[config.mk]
export PLATFORM = sky130hd
export DESIGN_NAME = fft_ctrl
export DESIGN_NICKNAME = d
export VERILOG_FILES = /design/src/rtl/fft_ctrl.sv
export SDC_FILE = /design/constraint.sdc
export NUM_CORES = 1
export LEC_CHECK = 0
export ABC_AREA = 1
export CAP_MARGIN = 20
export CORE_UTILIZATION = 44
export DETAILED_ROUTE_END_ITERATION = 7
export GPL_TIMING_DRIVEN = 0
export HOLD_SLACK_MARGIN = 0.05
export MAX_ROUTING_LAYER = met4
export PLACE_DENSITY = 0.8
export SLEW_MARGIN = 40
export SYNTH_ARGS = -nofsm -noshare
export SYNTH_HDL_FRONTEND = slang
export SYNTH_SLANG_ARGS = --single-unit
[constraint.sdc]
create_clock -name clk -period 1.85 [get_ports clk]
set_clock_uncertainty 0.05 [all_clocks]
set_input_delay 0.37 -clock clk [delete_from_list [all_inputs] [get_ports clk]]
set_output_delay 0.37 -clock clk [all_outputs]
set_load 0.005 [all_outputs]
[src/rtl/fft_ctrl.sv]
// In-place radix-2 DIT FFT schedule controller: sequences butterflies over all stages.
// Optional macro FFT_CTRL_TIMEOUT_EN adds a bf_done watchdog of TIMEOUT cycles in WAIT.
module fft_ctrl #(
  parameter int unsigned LOG2N   = 3,
  parameter int unsigned TIMEOUT = 255
) (
  input  logic                       clk,
  input  logic                       rst_n,
  input  logic                       start,
  output logic                       busy,
  output logic                       done,
  output logic                       error,
  output logic                       bf_str,
  input  logic                       bf_done,
  input  logic                       bf_error,
  output logic [LOG2N-1:0]           rd_addr0,
  output logic [LOG2N-1:0]           rd_addr1,
  output logic [LOG2N-2:0]           tw_addr,
  output logic                       wr_en,
  output logic [$clog2(LOG2N)-1:0]   stage
);

  localparam int unsigned NB = LOG2N - 1;
  localparam int unsigned SW = $clog2(LOG2N);
  localparam logic [NB-1:0] B_LAST     = '1;
  localparam logic [SW-1:0] STAGE_LAST = SW'(LOG2N - 1);

  if (LOG2N < 2 || LOG2N > 10 || TIMEOUT < 1) begin : g_bad_param
    $error("fft_ctrl: illegal LOG2N or TIMEOUT");
  end

  typedef enum logic [2:0] {IDLE, ISSUE, WAIT, WRITE, NEXT, FIN} state_t;

  state_t          state, state_nxt;
  logic [NB-1:0]   b, b_nxt;
  logic [SW-1:0]   stage_nxt;
  logic            err_nxt;
  logic [LOG2N-1:0] bx, mask, pos, a0, a1;
  logic [LOG2N-2:0] tw_nxt;
  logic [SW-1:0]    tsh;

`ifdef FFT_CTRL_TIMEOUT_EN
  localparam int unsigned TW = $clog2(TIMEOUT + 1);
  logic [TW-1:0] cnt, cnt_nxt;
`endif

  // Next-state, butterfly/stage counters and sticky error
  always_comb begin
    state_nxt = state;
    b_nxt     = b;
    stage_nxt = stage;
    err_nxt   = error;
`ifdef FFT_CTRL_TIMEOUT_EN
    cnt_nxt   = '0;
`endif
    case (state)
      IDLE: if (start) begin
        state_nxt = ISSUE;
        b_nxt     = '0;
        stage_nxt = '0;
        err_nxt   = 1'b0;
      end
      ISSUE: state_nxt = WAIT;
      WAIT: begin
        if (bf_done) begin
          state_nxt = WRITE;
          if (bf_error) err_nxt = 1'b1;
        end
`ifdef FFT_CTRL_TIMEOUT_EN
        else if (cnt == TW'(TIMEOUT - 1)) begin
          state_nxt = FIN;
          err_nxt   = 1'b1;
        end else begin
          cnt_nxt = cnt + TW'(1);
        end
`endif
      end
      WRITE: state_nxt = NEXT;
      NEXT: begin
        if (stage == STAGE_LAST && b == B_LAST) begin
          state_nxt = FIN;
        end else begin
          state_nxt = ISSUE;
          b_nxt     = b + NB'(1);
          if (b == B_LAST) stage_nxt = stage + SW'(1);
        end
      end
      FIN:     state_nxt = IDLE;
      default: state_nxt = IDLE;
    endcase
  end

  // Address generation: insert a zero bit at position stage into b
  always_comb begin
    bx     = LOG2N'(b_nxt);
    mask   = (LOG2N'(1) << stage_nxt) - LOG2N'(1);
    pos    = bx & mask;
    a0     = (((bx >> stage_nxt) << stage_nxt) << 1) | pos;
    a1     = a0 | (LOG2N'(1) << stage_nxt);
    tsh    = STAGE_LAST - stage_nxt;
    tw_nxt = (LOG2N-1)'(pos << tsh);
  end

  always_ff @(posedge clk or negedge rst_n) begin
    if (!rst_n) begin
      state    <= IDLE;
      b        <= '0;
      stage    <= '0;
      error    <= 1'b0;
      busy     <= 1'b0;
      done     <= 1'b0;
      bf_str   <= 1'b0;
      wr_en    <= 1'b0;
      rd_addr0 <= '0;
      rd_addr1 <= '0;
      tw_addr  <= '0;
    end else begin
      state  <= state_nxt;
      b      <= b_nxt;
      stage  <= stage_nxt;
      error  <= err_nxt;
      busy   <= (state_nxt != IDLE);
      done   <= (state_nxt == FIN);
      bf_str <= (state_nxt == ISSUE);
      wr_en  <= (state_nxt == WRITE);
      if (state_nxt == ISSUE) begin
        rd_addr0 <= a0;
        rd_addr1 <= a1;
        tw_addr  <= tw_nxt;
      end
    end
  end

`ifdef FFT_CTRL_TIMEOUT_EN
  always_ff @(posedge clk or negedge rst_n) begin
    if (!rst_n) cnt <= '0;
    else        cnt <= cnt_nxt;
  end
`endif

endmodule

Word level (Yosys, flattened, before mapping)
Cells that the tools add are included.
{"block": "totals", "word_cells": 54, "regBits": 20, "out_inout_bits": 15, "input_bits": 5}
{"block": "op_classes", "n_addsub": 4, "n_shift": 4, "n_reduce_logical": 5, "n_bitwise": 3, "n_eq_ne": 12, "muxes": 15}
{"op": "3-bit one-hot mux with 5 select lines", "n": 1}
{"op": "2-bit two-way mux", "n": 5}
{"op": "3-bit by 2-bit == test with 1-bit output, second input constant", "n": 3}
{"op": "3-bit two-way mux", "n": 3}
{"op": "2-bit one-hot mux with 2 select lines", "n": 2}
{"op": "3-bit by 1-bit == test with 1-bit output, second input constant", "n": 2}
{"op": "3-bit == test, second input constant", "n": 2}
{"op": "2-bit inequality test, second input constant", "n": 3}
{"op": "3-bit bitwise OR", "n": 2}
{"op": "3-bit by 2-bit << shifter with 2-bit output", "n": 2}
{"op": "2-bit by 1-bit adder with 2-bit output, second input constant", "n": 2}
{"op": "2-bit == test, second input constant", "n": 2}
{"op": "4-bit AND reduction", "n": 1}
{"op": "2-bit by 3-bit AND with 3-bit output", "n": 1}
{"op": "3-bit zero test", "n": 1}
{"op": "1-bit two-way mux", "n": 3}
{"op": "3-bit nonzero test", "n": 1}
{"op": "1-bit by 2-bit << shifter with 3-bit output, first input constant", "n": 1}
{"op": "2-bit by 2-bit right shift with 3-bit output", "n": 1}
{"op": "3-bit by 2-bit subtractor with 3-bit output, second input constant", "n": 1}
{"op": "1-bit one-hot mux with 2 select lines", "n": 1}
{"op": "2-bit nonzero test", "n": 1}
{"op": "2-bit subtractor, first input constant", "n": 1}
{"op": "1-bit logical AND", "n": 1}

Depth between registers and ports, before layout
{"block": "logic_depth", "ltp_word": 9, "depth_mapped": 15, "ltp_nobuf": 15}

Worst setup path after synthesis
OpenSTA, ideal clock, no wires.
{"block": "synth_path", "kind": "flip-flop to flip-flop", "from": "reg stage[0]", "to": "reg tw_addr[0]", "stages_incl_launch_ff": 12, "t_required_ns": 1.708, "period_less_slack_ns": 1.904, "setup_ns": 0.092, "path_slack_ns": -0.054, "path_buffers": 0, "arrival_time_ns": 1.762, "path_cell_list": "dfrtp_1 inv_1 ha_1 inv_1 nand2_1 nand2_1 nand3_1 nand2_2 inv_1 ha_1 or2_1 o31ai_2"}
{"block": "synth_via", "elab_chain_len": 8, "elab_cells_between_ends": 17, "classes_between": "3 x add/sub; 2 x eq/ne; 2 x shift; 8 x mux; 1 x bitwise; 1 x reduce/logical"}
{"item": "start: declaration", "line": "20", "rtl": "output logic [$clog2(LOG2N)-1:0] stage"}
{"item": "start signal: assignment", "line": "120", "rtl": "stage <= stage_nxt;"}
{"item": "2-bit by 1-bit adder with 2-bit output or 2-bit == test (tied branches)", "line": "85, 80"}
{"item": "2-bit two-way mux or 1-bit logical AND (tied branches)", "line": "85, 80"}
{"item": "2-bit two-way mux", "line": "80", "rtl": "if (stage == STAGE_LAST && b == B_LAST) begin"}
{"item": "2-bit one-hot mux with 2 select lines *", "line": "56", "rtl": "case (state)"}
{"item": "net stage_nxt[0]", "line": "36", "rtl": "logic [SW-1:0] stage_nxt;"}
{"item": "1-bit by 2-bit << shifter with 3-bit output", "line": "96", "rtl": "mask = (LOG2N'(1) << stage_nxt) - LOG2N'(1);"}
{"item": "3-bit by 2-bit subtractor with 3-bit output", "line": "96"}
{"item": "2-bit by 3-bit AND with 3-bit output", "line": "97", "rtl": "pos = bx & mask;"}
{"item": "3-bit by 2-bit << shifter with 2-bit output *", "line": "101", "rtl": "tw_nxt = (LOG2N-1)'(pos << tsh);"}
{"item": "end signal: assignment", "line": "129", "rtl": "tw_addr <= tw_nxt;"}
{"item": "end: declaration", "line": "18", "rtl": "output logic [LOG2N-2:0] tw_addr,"}
The timed path passes the listed nets; every way through them passes the cells marked *.
A chain may end at the register's enable or synchronous reset.

Worst setup path after layout
{"block": "layout_path", "from": "reg stage[0]", "to": "reg tw_addr[1]"}
{"block": "layout_via", "elab_chain_len": 8, "elab_cells_between_ends": 17, "classes_between": "3 x add/sub; 2 x eq/ne; 2 x shift; 8 x mux; 1 x bitwise; 1 x reduce/logical"}
{"item": "2-bit by 1-bit adder with 2-bit output or 2-bit == test (tied branches)", "line": "85, 80"}
{"item": "2-bit two-way mux or 1-bit logical AND (tied branches)", "line": "85, 80"}
{"item": "2-bit two-way mux *", "line": "80"}
{"item": "2-bit one-hot mux with 2 select lines *", "line": "56"}
{"item": "net stage_nxt[1]", "line": "36"}
{"item": "1-bit by 2-bit << shifter with 3-bit output", "line": "96"}
{"item": "3-bit by 2-bit subtractor with 3-bit output", "line": "96"}
{"item": "2-bit by 3-bit AND with 3-bit output", "line": "97"}
{"item": "3-bit by 2-bit << shifter with 2-bit output *", "line": "101"}
Marked as above.

==> impl_metrics.tcl <==
set metrics [dict create \
    synthCells 109 \
    min_period_over_period_pct 97.91 \
    grt_pass1_wl_um 3588 \
    fillers 152 \
    io_buffer_count 19 \
    slew_headroom_pct 71.05 \
    crit_fanout 3 \
    nNetsFinal 154 \
    cts_tree "built" \
    antenna_left 0 \
    wl_per_cell_um 12.61 \
    dp_hpwl_um 1475 \
    internal_power_mw 1.289 \
    syn2layout_area_growth_pct 46.25 \
    drt_first_pass_iters 4 \
    synth_area_leaders "dfrtp_1, nand2_1, ha_1" \
    seq_area_frac_synth_pct 51.68 \
    hold_viol 0 \
    synth_seq_cells 20 \
    die_height_um 48.92 \
    min_path_cells 2 \
    placementRows 16 \
    cp-start-kind "flop" \
    hold_class "reg2reg" \
    rsz0062_at_grt "true" \
    first_global_vias 876 \
    clk_latency_ns 0.31 \
    vdd_drop_max_v 0.0008736 \
    io_pins 20 \
    cts_made_buffers 3 \
    power_frac_clock_pct 17.5 \
    ys_types 21 \
    grt_overflow 0 \
    cp_top_family "simple AND/OR/NAND/NOR gates" \
    finalNonFillerCells 172 \
    via_count 872 \
    root_buffer "clkbuf_4" \
    initial_core_util_pct 47.90 \
    path_cells "inv_2 > ha_4 > inv_4 > nand2_4 > nand2_2 > nand3_2 > nand2_2 > inv_2 > ha_4 > or2_4 > a21oi_2 > nand2_1 > nand2_1" \
    h-tree-depth 1 \
    place_congestion 0.8426 \
    power.leakage_nw 0.6723 \
    coreArea_mm2 0.002022 \
    synthDominantAreaCellType "dfrtp_1" \
    via_per_inst 5.070 \
    grt_antenna_before_repair 0 \
    crit_type "reg2reg" \
    diodes 0 \
    fin_crit_ns 1.811 \
    p_sw_share_pct 36.94 \
    synth_top_cell_area_share_pct 51.68 \
    fmax_ghz 0.5521 \
    cts.sinks 20 \
    drive_gt1_share_pct 37.24 \
    max_stage_delay_ns 0.40 \
    clk_pin_slew_worst_paths_ns 0.11 \
    syn_avg_cell_area_um2 8.885 \
    grt_use_total_pct 20.68 \
    p_seq_share_pct 34.5 \
    dieArea_mm2 0.002393 \
    yosys_warnings 0 \
    grt_max_degree 21 \
    dp_cells 155 \
    power.density_mw_per_mm2 1444 \
    p_comb_share_pct 48.0 \
    setup_tns_ns 0 \
    synth_nets 117 \
    setup_viol 0 \
    path_buf_inv 3 \
    wirelength_um 2169 \
    synth_area_um2 968.4 \
    drt-initial-drc-count 14 \
    finalMaxSlewViolations 0 \
    end_kind "flop" \
    cp.arrival_ns 2.02 \
    tightestPinTransition_ns 0.4343 \
    critical_path_depth 13 \
    switching_power_mw 0.7553 \
    status "completed" \
    worstPathRequired_ns 2.06 \
    critPathSlowestCell "dfrtp_1" \
    dieWidth_um 48.92 \
    route.detailed.drc 0 \
    max_cap_viol_count 0 \
    rr_worst_depth 13 \
    clock_path_buffers 2 \
]
-- path summary, 6_finish.rpt --
| path | slack (ns) | to | from |
|---|---|---|---|
| worst min-delay path | 0.46 | tw_addr[0] | tw_addr[0] |
| worst max register to register | 0.04 | tw_addr[1] | stage[0] |
| worst max-delay path | 0.04 | tw_addr[1] | stage[0] |
| max in group asynchronous | 0.95 | state[2] | rst_n |
| min in group asynchronous | 0.47 | error | rst_n |
| worst min register to register | 0.46 | tw_addr[0] | tw_addr[0] |
-- timing repair --
action                                  CTS  global route
setup buffers                            11             2
cloned                                    0             0
hold buffers                              1             0
endpoints found under the setup margin    4             4
pin swaps                                 9             9
resized for setup                        13             6
hold endpoints to repair                 20             0
-- sequential cells by signal, summed over array words and instances (netlist names) --
register,cells
state,3
wr_en,1
stage,2
error,1
rd_addr0,3
tw_addr,2
b,2
done,1
rd_addr1,3
bf_str,1
busy,1
-- final cells by class --
| class | count | area (um^2) | area share, % |
|---|---|---|---|
| clock buffers | 3 | 22.52 | 1.590 |
| clock inverters | 1 | 30.03 | 2.120 |
| inverters | 16 | 62.56 | 4.417 |
| multi-input cells | 73 | 479.2 | 33.83 |
| flip-flops and latches | 20 | 503.0 | 35.51 |
| well taps | 27 | 33.78 | 2.385 |
| repair buffers | 32 | 285.3 | 20.14 |
-- cell families after synthesis --
| family | share of synthesized area [%] |
|---|---|
| simple gates | 28.04 |
| buf+inv | 6.202 |
| flops | 51.68 |
| compound gates | 10.21 |
| fa+ha+maj | 3.876 |
-- stage by stage --
stage               setup WS (ns)  hold WS [ns]  cell area, um^2  util (%)  total power [mW]
global route             -0.03351        0.4774             1416     70.05             2.193
finish                    0.03866        0.4577             1416     70.05             2.045
global placement          -0.3624        0.4173             1195     59.10             1.471
CTS                      -0.03357        0.4617             1379     68.19             1.999
floorplan                 0.01206       0.02441            970.9         -             1.173
detailed placement        -0.4261        0.2894             1190     58.85             1.514
-- cells in the final DEF (no fill, tap or decap) --
cell and instances:
clkbuf_4 3, or3_1 1, nor2_4 2, inv_2 8
o21ai_1 2, nand2_4 4, dfrtp_2 2, nand4_1 1
a21boi_4 1, nor2_1 6, dfrtp_1 18, nor2_2 2
nand2_2 7, buf_4 12, a21oi_2 1, a31oi_1 2
ha_4 2, ha_2 1, bufinv_16 1, buf_2 1
a21oi_1 3, or2_4 1, o31ai_2 1, nand2_1 25
nand3_2 4, inv_4 1, inv_1 7, o21ai_0 5
nand3_1 2, dlygate4sd3_1 1, clkdlybuf4s50_1 18
-- cell usage after synthesis (all sizes together) --
master  number
nand3        6
o31ai        1
nand2       36
a21boi       1
dfrtp       20
ha           3
or2          1
nor2        10
a31oi        2
nand4        1
o21ai        7
a21oi        4
or3          1
inv         16
-- power by group through the flow --
stage               registers (mW)  clock network, mW  logic (mW)
CTS                          0.696              0.366       0.937
global route                 0.728              0.379        1.09
detailed placement           0.708                  0       0.806
floorplan                    0.701                  0       0.472
finish                       0.705              0.359       0.981
global placement             0.696                  0       0.774
-- layer usage --
layer | global-route usage, % | vias up | share of wire, %
met5 | - | - | 0
met4 | 10.78 | 0 | 2.0
met3 | 4.361 | 5 | 5.0
met2 | 36.57 | 29 | 55
met1 | 21.46 | 418 | 38
li1 | - | 420 | -
-- tightest hold or removal path, delay by kind of cell, from the launching register on --
kind	cells	cell delay, ns
flip-flops	1	0.36
AO/OA/AOI/OAI	1	0.05
AND/OR/NAND/NOR	1	0.07
No activity file was read; power rests on OpenSTA's default activity.
